==> src/rtl/imem_loader_pkg.sv <==
// Shared types and constants for the IMEM byte-stream loader.
package imem_loader_pkg;

   typedef enum logic [2:0] {
      ST_IDLE,
      ST_LEN0,
      ST_LEN1,
      ST_DATA,
      ST_CSUM,
      ST_RUN,
      ST_ERR
   } loader_state_t;

   typedef enum logic [1:0] {
      ERR_NONE = 2'd0,
      ERR_LEN  = 2'd1,
      ERR_CSUM = 2'd2
   } err_code_t;

   localparam logic [7:0] SYNC_BYTE = 8'hA5;

endpackage

==> src/rtl/imem_loader_if.sv <==
// Valid/ready byte stream feeding the loader; master is the byte source.
interface imem_loader_if;
   logic       byte_valid;
   logic [7:0] byte_data;
   logic       byte_ready;

   modport master (output byte_valid, output byte_data, input  byte_ready);
   modport slave  (input  byte_valid, input  byte_data, output byte_ready);
endinterface

==> src/rtl/imem_loader.sv <==
// Framed byte-stream loader: assembles LE words into IMEM writes, holds the
// core in reset until the XOR checksum of the data bytes matches.
module imem_loader
   import imem_loader_pkg::*;
#(
   parameter int ADDR_W    = 8,
   parameter int MAX_WORDS = 2 ** ADDR_W
) (
   input  logic               clk,
   input  logic               reset,
   imem_loader_if.slave       bs,
   output logic               imem_we,
   output logic [31:0]        imem_wpc,
   output logic [31:0]        imem_wdata,
   output logic               cpu_reset,
   output logic               cpu_start,
   output logic               busy,
   output logic               done,
   output logic               err,
   output logic [1:0]         err_code
);

   localparam logic [31:0] MAX_W = 32'(MAX_WORDS);

   loader_state_t     state_q, state_d;
   logic [7:0]        len_lo_q, len_lo_d;
   logic [ADDR_W:0]   n_q, n_d;
   logic [ADDR_W:0]   word_idx_q, word_idx_d;
   logic [1:0]        byte_idx_q, byte_idx_d;
   logic [23:0]       shift_q, shift_d;
   logic [7:0]        csum_q, csum_d;
   logic              ready_q, ready_d;
   logic              we_q, we_d;
   logic [31:0]       wpc_q, wpc_d;
   logic [31:0]       wdata_q, wdata_d;
   logic              done_q, done_d;
   logic              err_q, err_d;
   err_code_t         code_q, code_d;

   logic              accept;
   logic [15:0]       n_full;
   logic              len_bad;
   logic [ADDR_W:0]   word_nxt;

   assign accept   = bs.byte_valid && ready_q;
   assign n_full   = {bs.byte_data, len_lo_q};
   assign len_bad  = (n_full == 16'd0) || (32'(n_full) > MAX_W);
   // Counter is one bit wider than the address so N = 2^ADDR_W terminates cleanly.
   assign word_nxt = word_idx_q + {{ADDR_W{1'b0}}, 1'b1};

   always_comb begin
      state_d    = state_q;
      len_lo_d   = len_lo_q;
      n_d        = n_q;
      word_idx_d = word_idx_q;
      byte_idx_d = byte_idx_q;
      shift_d    = shift_q;
      csum_d     = csum_q;
      ready_d    = 1'b1;
      we_d       = 1'b0;
      wpc_d      = wpc_q;
      wdata_d    = wdata_q;
      done_d     = done_q;
      err_d      = err_q;
      code_d     = code_q;
      if (accept) begin
         unique case (state_q)
            ST_IDLE: if (bs.byte_data == SYNC_BYTE) state_d = ST_LEN0;
            ST_LEN0: begin
               len_lo_d = bs.byte_data;
               state_d  = ST_LEN1;
            end
            ST_LEN1: begin
               if (len_bad) begin
                  state_d = ST_ERR;
                  err_d   = 1'b1;
                  code_d  = ERR_LEN;
                  done_d  = 1'b0;
               end else begin
                  state_d    = ST_DATA;
                  n_d        = (ADDR_W+1)'(n_full);
                  word_idx_d = '0;
                  byte_idx_d = '0;
                  csum_d     = '0;
               end
            end
            ST_DATA: begin
               // Bytes arrive LSB first, so the newest byte enters at the top.
               shift_d    = {bs.byte_data, shift_q[23:8]};
               csum_d     = csum_q ^ bs.byte_data;
               byte_idx_d = byte_idx_q + 2'd1;
               if (byte_idx_q == 2'd3) begin
                  we_d       = 1'b1;
                  wpc_d      = 32'({word_idx_q[ADDR_W-1:0], 2'b00});
                  wdata_d    = {bs.byte_data, shift_q};
                  word_idx_d = word_nxt;
                  if (word_nxt == n_q) state_d = ST_CSUM;
               end
            end
            ST_CSUM: begin
               if (bs.byte_data == csum_q) begin
                  state_d = ST_RUN;
                  done_d  = 1'b1;
               end else begin
                  state_d = ST_ERR;
                  err_d   = 1'b1;
                  code_d  = ERR_CSUM;
                  done_d  = 1'b0;
               end
            end
            ST_RUN: if (bs.byte_data == SYNC_BYTE) begin
               state_d = ST_LEN0;
               done_d  = 1'b0;
            end
            ST_ERR: if (bs.byte_data == SYNC_BYTE) begin
               state_d = ST_LEN0;
               err_d   = 1'b0;
               code_d  = ERR_NONE;
            end
            default: state_d = ST_IDLE;
         endcase
      end
   end

   always_ff @(posedge clk) begin
      if (reset) begin
         state_q    <= ST_IDLE;
         len_lo_q   <= '0;
         n_q        <= '0;
         word_idx_q <= '0;
         byte_idx_q <= '0;
         shift_q    <= '0;
         csum_q     <= '0;
         ready_q    <= 1'b0;
         we_q       <= 1'b0;
         wpc_q      <= '0;
         wdata_q    <= '0;
         done_q     <= 1'b0;
         err_q      <= 1'b0;
         code_q     <= ERR_NONE;
      end else begin
         state_q    <= state_d;
         len_lo_q   <= len_lo_d;
         n_q        <= n_d;
         word_idx_q <= word_idx_d;
         byte_idx_q <= byte_idx_d;
         shift_q    <= shift_d;
         csum_q     <= csum_d;
         ready_q    <= ready_d;
         we_q       <= we_d;
         wpc_q      <= wpc_d;
         wdata_q    <= wdata_d;
         done_q     <= done_d;
         err_q      <= err_d;
         code_q     <= code_d;
      end
   end

   assign bs.byte_ready = ready_q;
   assign imem_we       = we_q;
   assign imem_wpc      = wpc_q;
   assign imem_wdata    = wdata_q;
   assign cpu_reset     = (state_q != ST_RUN);
   assign cpu_start     = (state_q == ST_RUN);
   assign busy          = (state_q == ST_LEN0) || (state_q == ST_LEN1) ||
                          (state_q == ST_DATA) || (state_q == ST_CSUM);
   assign done          = done_q;
   assign err           = err_q;
   assign err_code      = code_q;

endmodule
==> src/flat_wrapper.sv <==
// flat-port wrapper written by rule: the top's interface ports become plain ports
module imem_loader_flat import imem_loader_pkg::*;
#(
   parameter int ADDR_W    = 8,
   parameter int MAX_WORDS = 2 ** ADDR_W
)
  (clk, reset, imem_we, imem_wpc, imem_wdata, cpu_reset, cpu_start, busy, done, err, err_code, bs_byte_valid, bs_byte_data, bs_byte_ready);
  imem_loader_if bs_i ();
  input  logic clk;
  input  logic reset;
  output logic imem_we;
  output logic [31:0] imem_wpc;
  output logic [31:0] imem_wdata;
  output logic cpu_reset;
  output logic cpu_start;
  output logic busy;
  output logic done;
  output logic err;
  output logic [1:0] err_code;
  input wire logic [$bits(bs_i.byte_valid)-1:0] bs_byte_valid;
  input wire logic [$bits(bs_i.byte_data)-1:0] bs_byte_data;
  output wire logic [$bits(bs_i.byte_ready)-1:0] bs_byte_ready;
  assign bs_i.byte_valid = bs_byte_valid;
  assign bs_i.byte_data = bs_byte_data;
  assign bs_byte_ready = bs_i.byte_ready;
  imem_loader #(.ADDR_W(ADDR_W), .MAX_WORDS(MAX_WORDS)) u_core (.clk(clk), .reset(reset), .bs(bs_i), .imem_we(imem_we), .imem_wpc(imem_wpc), .imem_wdata(imem_wdata), .cpu_reset(cpu_reset), .cpu_start(cpu_start), .busy(busy), .done(done), .err(err), .err_code(err_code));
endmodule
==> config.mk <==
export PLATFORM = sky130hd
export DESIGN_NAME = imem_loader_flat
export DESIGN_NICKNAME = d
export VERILOG_FILES = /design/src/rtl/imem_loader_pkg.sv /design/src/rtl/imem_loader_if.sv /design/src/rtl/imem_loader.sv /design/src/flat_wrapper.sv
export SDC_FILE = /design/constraint.sdc
export NUM_CORES = 1
export LEC_CHECK = 0
export ABC_AREA = 1
export CORE_MARGIN = 2
export CORE_UTILIZATION = 30
export DETAILED_ROUTE_END_ITERATION = 16
export PLACE_DENSITY_LB_ADDON = 0.12
export SYNTH_ARGS = -nofsm -noshare
export SYNTH_HDL_FRONTEND = slang
export SYNTH_SLANG_ARGS = --single-unit
==> constraint.sdc <==
create_clock -name clk -period 1.86 [get_ports clk]
set_clock_uncertainty 0.2 [all_clocks]
set_input_delay 0.372 -clock clk [delete_from_list [all_inputs] [get_ports clk]]
set_output_delay 0.372 -clock clk [all_outputs]
set_load 0.01 [all_outputs]
== Word-level counts from Yosys, hierarchy flattened ==
Index checks and enable logic that the tools add are counted.

* Register bits: 109
* Input bits: 11

* $add $sub $neg: 2
* Magnitude comparators: 1
* Equality and inequality tests: 19
* Mux-type cells: 26
* Bitwise operators: 4
* Reduce and logical (&&, ||, !) cells: 21

{| class="wikitable"
|+ Operators with widths
! operator !! number
|-
| $mux W9 || 2
|-
| $pmux W9 S2 || 1
|-
| $gt A16 B9 Y1 const B || 1
|-
| $logic_not A16 Y1 || 1
|-
| $pmux W8 S2 || 1
|-
| $pmux W3 S5 || 1
|-
| $mux W3 || 4
|-
| $ne A2 B1 Y1 const B || 6
|-
| $reduce_and A4 Y1 || 3
|-
| $mux W2 || 5
|-
| $add A9 B1 Y9 const B || 1
|-
| $eq A3 B3 Y1 const B || 3
|-
| $eq A9 B9 Y1 || 1
|-
| $reduce_and A3 Y1 || 3
|-
| $eq A8 B8 Y1 || 1
|-
| $eq A8 B8 Y1 const B || 1
|-
| $mux W8 || 1
|-
| $xor A8 B8 Y8 || 1
|-
| $mux W1 || 7
|-
| $eq A3 B2 Y1 const B || 2
|-
| $pmux W1 S3 || 2
|-
| $pmux W2 S3 || 1
|-
| $reduce_bool A3 Y1 || 2
|-
| $reduce_or A3 Y1 || 2
|-
| 13 further kinds || 20
|}

== Longest topological paths before layout ==
Gate-level depths: netlist of the first run.

* Depth after elaboration: 5
* Mapped depth: 15

== Worst setup path after synthesis of the first run ==
Ideal clock, no wire load.

* Path type: register to register
* Start: reg u_core.word_idx_q[0]
* End: reg u_core.state_q[0]
* Setup time: 115 ps
* Arrival: 1489 ps
* Required time: 1545 ps
* Path slack: 55 ps
* Cell stages (with the launch flop): 15
* Cells stage by stage: dfxtp_1 ha_1 nand2_1 inv_1 nand3_1 nand2_1 nand2_1 nand2_1 nand3_1 nor2_1 nand2_1 nand2_1 nand2_1 o21ai_0 inv_1

* Longest elaborated chain between the ends: 4

{| class="wikitable"
|+ Ends and longest elaborated chain
! element !! line !! RTL
|-
| start, declared || imem_loader.sv:28 || <nowiki>logic [ADDR_W:0] word_idx_q, word_idx_d;</nowiki>
|-
| start signal, assigned || imem_loader.sv:145 || <nowiki>word_idx_q <= word_idx_d;</nowiki>
|-
| $add A9 B1 Y9 || imem_loader.sv:49 || <nowiki>assign word_nxt = word_idx_q + {{ADDR_W{1'b0}}, 1'b1};</nowiki>
|-
| $eq A9 B9 Y1 || imem_loader.sv:97 || <nowiki>if (word_nxt == n_q) state_d = ST_CSUM;</nowiki>
|-
| $ne A2 B1 Y1 (no source line) || - ||
|-
| $reduce_and A4 Y1 (no source line) || - ||
|-
| end signal, assigned || imem_loader.sv:142 || <nowiki>state_q <= state_d;</nowiki>
|-
| end, declared || imem_loader.sv:25 || <nowiki>loader_state_t state_q, state_d;</nowiki>
|}

No other way between the ends.
A chain may end at the register's enable or synchronous reset.

== Worst setup path after layout of the first run ==
* Start: reg u_core.word_idx_q[1]
* End: reg u_core.state_q[1]

Same word-level chain as after synthesis.

==> impl_results.html, run 1 <==
<table>
<tr><th>Metric</th><th>Value</th></tr>
<tr><th colspan="2">Synthesis</th></tr>
<tr><td>Number of synthesized flops with an enable pin</td><td>0</td></tr>
<tr><td>Share of the synthesized area in the top cell type</td><td>0.469</td></tr>
<tr><td>Most used standard cell by instance count after synthesis</td><td>nand2_1</td></tr>
<tr><td>Number of instances in the synthesized netlist</td><td>about 630</td></tr>
<tr><td>Per-instance average area after synthesis</td><td>between 7 and 8 um2</td></tr>
<tr><td>Cell variety after synth</td><td>33</td></tr>
<tr><td>Cell Area, Synth</td><td>4650 um2</td></tr>
<tr><td>Cell taking the most area after synthesis</td><td>dfxtp_1</td></tr>
<tr><td>Dominant cells by area after synthesis</td><td>dfxtp_1, nand2_1, nor2_1, o21ai_0, a21oi_1</td></tr>
<tr><td>Number of register bits inferred by synthesis</td><td>between 100 and 150</td></tr>
<tr><td>Part of the Yosys area used for sequential elements</td><td>0.469</td></tr>
<tr><td>Synth top cells by count</td><td>nand2_1, dfxtp_1, nor2_1</td></tr>
<tr><td>Warnings, synthesis</td><td>0</td></tr>
<tr><td>Dominant synthesized flop cell</td><td>dfxtp_1</td></tr>
<tr><td>Async set or reset register ratio after synthesis</td><td>0</td></tr>
<tr><th colspan="2">Worst hold path</th></tr>
<tr><td>Min-Delay Path Depth</td><td>4</td></tr>
<tr><td>Class of the most critical hold timing path</td><td>primary input to register</td></tr>
<tr><th colspan="2">Critical path</th></tr>
<tr><td>Biggest fanout along the worst timing path</td><td>3</td></tr>
<tr><td>Buffer and inverter count on the worst path</td><td>1</td></tr>
<tr><td>Top cell family by delay on the critical path</td><td>simple AND/OR/NAND/NOR gates</td></tr>
<tr><td>Startpoint class of the critical path</td><td>register</td></tr>
<tr><td>Sequence of cells on the critical path</td><td>ha_4 -&gt; inv_2 -&gt; nand2_1 -&gt; nand2_1 -&gt; nor2_2 -&gt; nand3_1 -&gt; nor2_1 -&gt; nand3_1 -&gt; nor2_1 -&gt; nand2_1 -&gt; nand2_2 -&gt; nand2_4 -&gt; nor2_2 -&gt; nor2_1</td></tr>
<tr><td>Arrival time at the worst endpoint</td><td>between 1.5 and 2 ns</td></tr>
<tr><td>Element type at the critical path end</td><td>register</td></tr>
<tr><td>Standard cell with the maximum stage delay on the critical path</td><td>dfxtp_4</td></tr>
<tr><td>Worst setup path category</td><td>register to register</td></tr>
<tr><td>Required time of the worst setup path</td><td>between 1.5 and 2 ns</td></tr>
<tr><td>Biggest cell delay along the critical path</td><td>0.37 ns</td></tr>
<tr><td>Worst path depth</td><td>14</td></tr>
<tr><td>Number of cells on the worst reg-to-reg path</td><td>14</td></tr>
<tr><th colspan="2">Placed design</th></tr>
<tr><td>Input/output buffers</td><td>approximately 60</td></tr>
<tr><td>Final weighted congestion in routability-driven placement</td><td>approximately 0.8</td></tr>
<tr><td>Post-Place Setup Slack</td><td>-0.518 ns</td></tr>
<tr><td>Placed Cells</td><td>roughly 940</td></tr>
<tr><td>Placed inst area</td><td>approximately 6000 um2</td></tr>
<tr><td>Post-DP HPWL</td><td>about 9.0 mm</td></tr>
<tr><th colspan="2">Final layout</th></tr>
<tr><td>Post-layout instance area</td><td>about 6700 um2</td></tr>
<tr><td>Area of the multi-input gates</td><td>2310 um2</td></tr>
<tr><td>Area Growth Syn to Fin</td><td>43.8%</td></tr>
<tr><td>Ratio of cells with drive above 1 in the final layout</td><td>0.261</td></tr>
<tr><td>Count of antenna diodes in the layout</td><td>0</td></tr>
<tr><td>Sequential cell area in the final layout</td><td>2200 um2</td></tr>
<tr><td>Fillers</td><td>~1.6k</td></tr>
<tr><td>Count of nets after finishing</td><td>791</td></tr>
<tr><td>Non-filler instance count after layout</td><td>between 900 and 1k</td></tr>
<tr><th colspan="2">Timing</th></tr>
<tr><td>Final min period</td><td>1.90 ns</td></tr>
<tr><td>Worst setup margin</td><td>-0.0404 ns</td></tr>
<tr><td>Setup TNS after final layout</td><td>-0.0949 ns</td></tr>
<tr><td>Post-route clock period utilization</td><td>1.02</td></tr>
<tr><td>Total count of max-transition violations in the final report</td><td>0</td></tr>
<tr><td>RSZ-0062 raised after global routing</td><td>true</td></tr>
<tr><td>Hold violation total from the final report</td><td>0</td></tr>
<tr><td>Hold slack</td><td>around 0.25 ns</td></tr>
<tr><td>Number of setup violations in the final report</td><td>5</td></tr>
<tr><td>Maximum clock frequency</td><td>about 0.53 GHz</td></tr>
<tr><th colspan="2">Route</th></tr>
<tr><td>Vias post-DR</td><td>around 4.5k</td></tr>
<tr><td>Number of routed nets with antenna violations</td><td>0</td></tr>
<tr><td>Count of routing violations after the opening detailed-route iteration</td><td>~300</td></tr>
<tr><td>Wire length reported by the detailed router</td><td>12.9 mm</td></tr>
<tr><td>Remaining routing DRC violations</td><td>0</td></tr>
<tr><td>Via-to-Cell Ratio</td><td>4.59</td></tr>
<tr><td>Routed wire length per instance</td><td>around 13 um</td></tr>
<tr><td>Router iterations before antenna repair</td><td>5</td></tr>
<tr><th colspan="2">Clocking</th></tr>
<tr><td>TritonCTS clock tree</td><td>yes</td></tr>
<tr><td>Clock-pin slew of the registers on the worst-case setup and hold paths</td><td>about 0.07 ns</td></tr>
<tr><td>Maximum clock path buffer count</td><td>2</td></tr>
<tr><td>Skew-Pair Late Insertion Delay</td><td>between 0.3 and 0.4 ns</td></tr>
<tr><td>CTS Root Cell</td><td>clkbuf_16</td></tr>
<tr><td>TritonCTS Sinks</td><td>about 110</td></tr>
<tr><td>TritonCTS buffer count</td><td>9</td></tr>
<tr><td>CTS H-tree lvls</td><td>3</td></tr>
<tr><th colspan="2">GRT</th></tr>
<tr><td>Maximum number of pins on one net before global-route repair</td><td>50</td></tr>
<tr><td>Initial antenna violation count</td><td>0</td></tr>
<tr><td>Gr usage total</td><td>0.160</td></tr>
<tr><td>Wire length of the first global-routing pass</td><td>~21 mm</td></tr>
<tr><td>Number of global-route vias before repair</td><td>roughly 4.2k</td></tr>
<tr><td>Final global-route overflow total</td><td>0</td></tr>
<tr><th colspan="2">Floorplan</th></tr>
<tr><td>Std cell rows</td><td>45</td></tr>
<tr><td>Core region area</td><td>15200 um2</td></tr>
<tr><td>Die width</td><td>approximately 130 um</td></tr>
<tr><td>Y dimension of the die</td><td>129 um</td></tr>
<tr><td>Io pins</td><td>between 80 and 90</td></tr>
<tr><td>Initial Utilization</td><td>0.306</td></tr>
<tr><td>Die area</td><td>approximately 17000 um2</td></tr>
<tr><th colspan="2">Run</th></tr>
<tr><td>Maxcap violations</td><td>0</td></tr>
<tr><th colspan="2">Power</th></tr>
<tr><td>Combinational share of power</td><td>0.050</td></tr>
<tr><td>Internal power</td><td>~3.5 mW</td></tr>
<tr><td>Net switching fraction of the power</td><td>0.216</td></tr>
<tr><td>Net load switching power</td><td>~960 uW</td></tr>
<tr><td>Share of power burned in the clock network</td><td>0.425</td></tr>
<tr><td>Part of the total power dissipated in sequential elements</td><td>0.525</td></tr>
<tr><td>Worst voltage drop across the vdd grid</td><td>around 0.46 mV</td></tr>
<tr><td>Pwr Density</td><td>~660 nW/um2</td></tr>
<tr><td>Leakage</td><td>3.12 nW</td></tr>
<tr><th colspan="2">Outcome</th></tr>
<tr><td>Failing checks</td><td>negative setup slack</td></tr>
<tr><td>Outcome</td><td>finished with violations</td></tr>
</table>
-- cell usage in the layout, fill, tap and decap left out, types with 2 or more instances in the layout --
cell type	synthesis	final
inv_2	9	18
a21oi_2	1	8
nor2_4	3	7
conb_1	1	24
dfxtp_2	0	2
clkinvlp_4	0	2
nor3_2	2	2
o21ai_0	67	55
dlymetal6s2s_1	0	14
nor2_1	90	80
nor2_2	4	10
nand3_1	45	43
nand2_4	0	4
buf_6	2	6
nand3_2	1	3
nor3_1	2	2
and2_1	2	2
buf_4	24	95
xor2_1	7	5
inv_1	38	27
clkbuf_16	0	9
o21ai_2	0	8
clkdlybuf4s50_1	0	36
buf_2	7	2
o21ai_1	9	12
dfxtp_4	0	3
dfxtp_1	109	104
buf_12	0	5
nand2_1	118	107
dlygate4sd2_1	0	6
nand4_1	3	3
inv_6	0	2
xor2_2	0	2
a21oi_1	58	50
nand2_2	0	7
-- sequential cells by signal, indices dropped and copies added, names as in the netlist --
| signal | flops |
|---|---|
| u_core.state_q | 3 |
| u_core.bs.byte_ready | 1 |
| u_core.imem_wdata | 32 |
| u_core.len_lo_q | 8 |
| u_core.byte_idx_q | 2 |
| u_core.word_idx_q | 9 |
| u_core.err | 1 |
| u_core.imem_wpc | 8 |
| u_core.done | 1 |
| u_core.n_q | 9 |
| u_core.err_code | 2 |
| u_core.imem_we | 1 |
| u_core.csum_q | 8 |
| u_core.shift_q | 24 |
-- cells by family (layout without fill, tap and decap cells) --
kind of cell,Yosys count,in the layout,synth area share
flops,109,109,0.469
fa+ha+maj,2,2,0.00538
buf+inv,96,225,0.102
xor+xnor,8,8,0.0151
simple gates,275,275,0.257
compound gates,138,138,0.151
other cells,1,24,0.000806
-- stage by stage --
step,power [mW],utilization
2_1_floorplan,2.52,-
4_1_cts,4.50,0.424
6_report,4.44,0.440
3_5_place_dp,2.58,0.395
5_1_grt,4.63,0.440
3_3_place_gp,2.58,0.395
-- power by group through the flow --
stage	logic [mW]	clock network, mW	registers [mW]
floorplan	0.126	0	2.39
global placement	0.195	0	2.39
detailed placement	0.195	0	2.39
CTS	0.207	1.96	2.33
global route	0.243	2.06	2.33
finish	0.221	1.89	2.33
-- metal layers --
layer / share of wire / wire length [um] / track usage
met5: 0 / 0 / 0
met3: 0.051 / 650 / 0.0403
met4: 0.013 / 161 / 0.0428
met1: 0.49 / 6270 / 0.221
met2: 0.45 / 5790 / 0.249
-- layout make-up --
cell class | instances | share of cell area
well taps | 188 | 0.0352
clock inverters | 4 | 0.00748
repair buffers | 164 | 0.221
clock buffers | 10 | 0.0357
inverters | 47 | 0.0279
flip-flops and latches | 109 | 0.328
multi-input cells | 447 | 0.345
-- worst min-delay path, cell delays in order --
cell and delay (ns):
dlymetal6s2s_1 0.14, inv_2 0.06, buf_4 0.13, a21oi_1 0.06
-- what timing repair did --
action,in CTS,in global routing
setup buffers,11,3
hold buffers,0,0
gates cloned,0,1
resized for setup,62,68
pin swaps,13,19
setup endpoints to repair,35,70
-- final timing paths --
| kind | endpoint | slack (ns) | from |
|---|---|---|---|
| worst max-delay path | u_core.state_q[1] | -0.04 | u_core.word_idx_q[1] |
| worst min-delay path | u_core.shift_q[19] | 0.25 | bs_byte_data[3] |
| worst max register to register | u_core.state_q[1] | -0.04 | u_core.word_idx_q[1] |
| worst min register to register | u_core.imem_wdata[10] | 0.27 | u_core.shift_q[10] |
(Power assumes the default switching activity.)
==> run 2: changes to the inputs <==
- GPL_ROUTABILITY_DRIVEN: unset -> 0
- MAX_ROUTING_LAYER: unset -> met4
==> run 2 against run 1 <==
Compared with the run above: the run still ends with negative setup slack left; clock power hardly changed; critical path type unchanged; cell count is the same; total power hardly changed; via count is 0.13% higher; routed wire length about the same; worst setup slack about the same; combinational power is essentially flat; final area unchanged; largest cell class unchanged; worst hold slack lost 0.0045 ns; global-route usage increased by 0.50 points; core utilization stayed put; count of clock-buffer cells in the layout unchanged.
==> impl_results.html, run 2 (same netlist as run 1, synthesis figures left out) <==
<table>
<tr><th>Metric</th><th>Value</th></tr>
<tr><th colspan="2">Outcome</th></tr>
<tr><td>Outcome</td><td>finished with violations</td></tr>
<tr><td>Failing checks</td><td>negative setup slack</td></tr>
<tr><th colspan="2">Floorplan</th></tr>
<tr><td>Initial Utilization</td><td>0.306 (unchanged)</td></tr>
<tr><td>Io pins</td><td>84 (unchanged)</td></tr>
<tr><td>Die width</td><td>129 um (unchanged)</td></tr>
<tr><td>Die area</td><td>16500 um2 (unchanged)</td></tr>
<tr><td>Std cell rows</td><td>45 (unchanged)</td></tr>
<tr><td>Core region area</td><td>15200 um2 (unchanged)</td></tr>
<tr><td>Y dimension of the die</td><td>129 um (unchanged)</td></tr>
<tr><th colspan="2">GRT</th></tr>
<tr><td>Wire length of the first global-routing pass</td><td>20.9 mm (about the same)</td></tr>
<tr><td>Gr usage total</td><td>0.165 (+0.00500)</td></tr>
<tr><td>Number of global-route vias before repair</td><td>4206 (+0.024%)</td></tr>
<tr><td>Final global-route overflow total</td><td>0 (unchanged)</td></tr>
<tr><td>Initial antenna violation count</td><td>0 (unchanged)</td></tr>
<tr><td>Maximum number of pins on one net before global-route repair</td><td>50 (unchanged)</td></tr>
<tr><th colspan="2">Route</th></tr>
<tr><td>Via-to-Cell Ratio</td><td>4.60 (+0.13%)</td></tr>
<tr><td>Count of routing violations after the opening detailed-route iteration</td><td>296 (-2.0%)</td></tr>
<tr><td>Remaining routing DRC violations</td><td>0 (unchanged)</td></tr>
<tr><td>Wire length reported by the detailed router</td><td>12.9 mm (about the same)</td></tr>
<tr><td>Number of routed nets with antenna violations</td><td>0 (unchanged)</td></tr>
<tr><td>Routed wire length per instance</td><td>13.3 um (about the same)</td></tr>
<tr><td>Router iterations before antenna repair</td><td>5 (unchanged)</td></tr>
<tr><td>Vias post-DR</td><td>4456 (+0.13%)</td></tr>
<tr><th colspan="2">Placed design</th></tr>
<tr><td>Placed inst area</td><td>6010 um2 (unchanged)</td></tr>
<tr><td>Post-Place Setup Slack</td><td>-0.518 ns (unchanged)</td></tr>
<tr><td>Post-DP HPWL</td><td>9.01 mm (unchanged)</td></tr>
<tr><td>Placed Cells</td><td>941 (unchanged)</td></tr>
<tr><td>Input/output buffers</td><td>59 (unchanged)</td></tr>
<tr><th colspan="2">Timing</th></tr>
<tr><td>Total count of max-transition violations in the final report</td><td>0 (unchanged)</td></tr>
<tr><td>Final min period</td><td>1.90 ns (-0.000299 ns)</td></tr>
<tr><td>Post-route clock period utilization</td><td>1.02 (about the same)</td></tr>
<tr><td>Hold violation total from the final report</td><td>0 (unchanged)</td></tr>
<tr><td>Maximum clock frequency</td><td>0.526 GHz (about the same)</td></tr>
<tr><td>Worst setup margin</td><td>-0.0401 ns (+0.000299 ns)</td></tr>
<tr><td>Setup TNS after final layout</td><td>-0.0936 ns (+0.00137 ns)</td></tr>
<tr><td>RSZ-0062 raised after global routing</td><td>true</td></tr>
<tr><td>Number of setup violations in the final report</td><td>5 (unchanged)</td></tr>
<tr><th colspan="2">Clocking</th></tr>
<tr><td>TritonCTS Sinks</td><td>109 (unchanged)</td></tr>
<tr><td>CTS Root Cell</td><td>clkbuf_16</td></tr>
<tr><td>Clock-pin slew of the registers on the worst-case setup and hold paths</td><td>0.07 ns (about the same)</td></tr>
<tr><td>Maximum clock path buffer count</td><td>2 (unchanged)</td></tr>
<tr><td>TritonCTS clock tree</td><td>yes</td></tr>
<tr><td>Skew-Pair Late Insertion Delay</td><td>0.35 ns (about the same)</td></tr>
<tr><td>TritonCTS buffer count</td><td>9 (unchanged)</td></tr>
<tr><td>CTS H-tree lvls</td><td>3 (unchanged)</td></tr>
<tr><td>Hold-fix buffers, CTS</td><td>0 (unchanged)</td></tr>
<tr><th colspan="2">Run</th></tr>
<tr><td>Maxcap violations</td><td>0 (unchanged)</td></tr>
<tr><th colspan="2">Final layout</th></tr>
<tr><td>Layout Utilization</td><td>0.440 (unchanged)</td></tr>
<tr><td>Non-filler instance count after layout</td><td>969 (unchanged)</td></tr>
<tr><td>Count of antenna diodes in the layout</td><td>0 (unchanged)</td></tr>
<tr><td>Ratio of cells with drive above 1 in the final layout</td><td>0.261 (unchanged)</td></tr>
<tr><td>Count of nets after finishing</td><td>791 (unchanged)</td></tr>
<tr><td>Leading cell types in the layout, fill and taps excluded</td><td>nand2_1, dfxtp_1, buf_4</td></tr>
<tr><td>Area Growth Syn to Fin</td><td>43.8% (unchanged)</td></tr>
<tr><td>Post-layout instance area</td><td>6690 um2 (unchanged)</td></tr>
<tr><td>Leading cell type in the layout, fill and taps excluded</td><td>nand2_1</td></tr>
<tr><td>Number of flip-flops in the largest register</td><td>32 (unchanged)</td></tr>
<tr><th colspan="2">Worst hold path</th></tr>
<tr><td>Min-Delay Path Depth</td><td>4 (unchanged)</td></tr>
<tr><td>Class of the most critical hold timing path</td><td>primary input to register</td></tr>
<tr><td>Origin of the worst min-delay path</td><td>bs_byte_data[3]</td></tr>
<tr><td>End of the worst hold path</td><td>u_core.shift_q[19]</td></tr>
<tr><th colspan="2">Power</th></tr>
<tr><td>Leakage</td><td>3.12 nW (unchanged)</td></tr>
<tr><td>Worst voltage drop across the vdd grid</td><td>0.461 mV (about the same)</td></tr>
<tr><td>Pwr Density</td><td>664 nW/um2 (about the same)</td></tr>
<tr><th colspan="2">Critical path</th></tr>
<tr><td>Worst R2R Start</td><td>u_core.word_idx_q[1]</td></tr>
<tr><td>Arrival time at the worst endpoint</td><td>1.95 ns (about the same)</td></tr>
<tr><td>Number of cells on the worst reg-to-reg path</td><td>14 (unchanged)</td></tr>
<tr><td>Setup slack on the worst flop-to-flop path</td><td>-0.04 ns (about the same)</td></tr>
<tr><td>Startpoint class of the critical path</td><td>register</td></tr>
<tr><td>Required time of the worst setup path</td><td>1.91 ns (about the same)</td></tr>
<tr><td>Biggest fanout along the worst timing path</td><td>3 (unchanged)</td></tr>
<tr><td>Element type at the critical path end</td><td>register</td></tr>
<tr><td>Worst setup path category</td><td>register to register</td></tr>
<tr><td>Capture point of the worst reg-to-reg path</td><td>u_core.state_q[1]</td></tr>
</table>
==> run 2: final cells by class <==
class | instances | area [um2]
timing repair buffer | 164 | 1480
clock buffer | 10 | 239
clock inverter | 4 | 50.0
multi-input combinational | 447 | 2310
sequential | 109 | 2200
inverter | 47 | 186
fill | 1555 | 8510
tap | 188 | 235
==> run 2: how the worst max path moves through the flow <==
| stage | startpoint | endpoint | slack [ns] | cells after the start |
|---|---|---|---|---|
| 6_report | u_core.word_idx_q[1] | u_core.state_q[1] | -0.04 | 14 |
| 5_1_grt | u_core.word_idx_q[1] | u_core.state_q[1] | -0.20 | 15 |
| 4_1_cts | u_core.word_idx_q[1] | u_core.state_q[1] | -0.04 | 14 |
| 3_5_place_dp | bs_byte_data[1] | u_core.err_code[1] | -0.52 | 11 |
| 3_3_place_gp | bs_byte_data[1] | u_core.err_code[1] | -0.48 | 11 |
| 2_1_floorplan | u_core.word_idx_q[0] | u_core.state_q[0] | 0.06 | 14 |
==> run 2: metrics by stage <==
step           hold slack [ns]  total power [mW]
6_report                 0.250              4.44
5_1_grt                  0.269              4.63
4_1_cts                  0.264              4.50
3_5_place_dp             0.251              2.58
3_3_place_gp             0.253              2.58
2_1_floorplan            0.235              2.52
==> run 2: where the power goes <==
group          switching [mW]  total [mW]  leakage [nW]  internal, mW
registers             0.00118        2.33         0.881          2.33
logic                   0.133       0.221          2.10        0.0884
clock network           0.826        1.89         0.136          1.06
total                   0.960        4.44          3.12          3.48
==> run 2: layer usage <==
layer	wire length, um	GRT usage	vias up
met5	0	-	-
li1	-	-	2299
met3	670	0.0387	14
met4	161	0.0428	0
met1	6230	0.222	2031
met2	5810	0.250	112
==> run 2: repair_timing <==
action                                  4_1_cts  5_1_grt
pin swaps                                    13       19
setup buffers                                11        3
endpoints found under the setup margin       35       70
gates cloned                                  0        1
hold endpoints to repair                      0        0
gates resized for setup                      62       68
==> run 2: worst max-delay path, stage by stage (launching register included) <==
cell and delay [ns]:
dfxtp_4 0.37, ha_4 0.28, inv_2 0.03, nand2_1 0.04, nand2_1 0.05, nor2_2 0.10
nand3_1 0.07, nor2_1 0.09, nand3_1 0.08, nor2_1 0.09, nand2_1 0.07, nand2_2 0.11
nand2_4 0.07, nor2_2 0.10, nor2_1 0.05
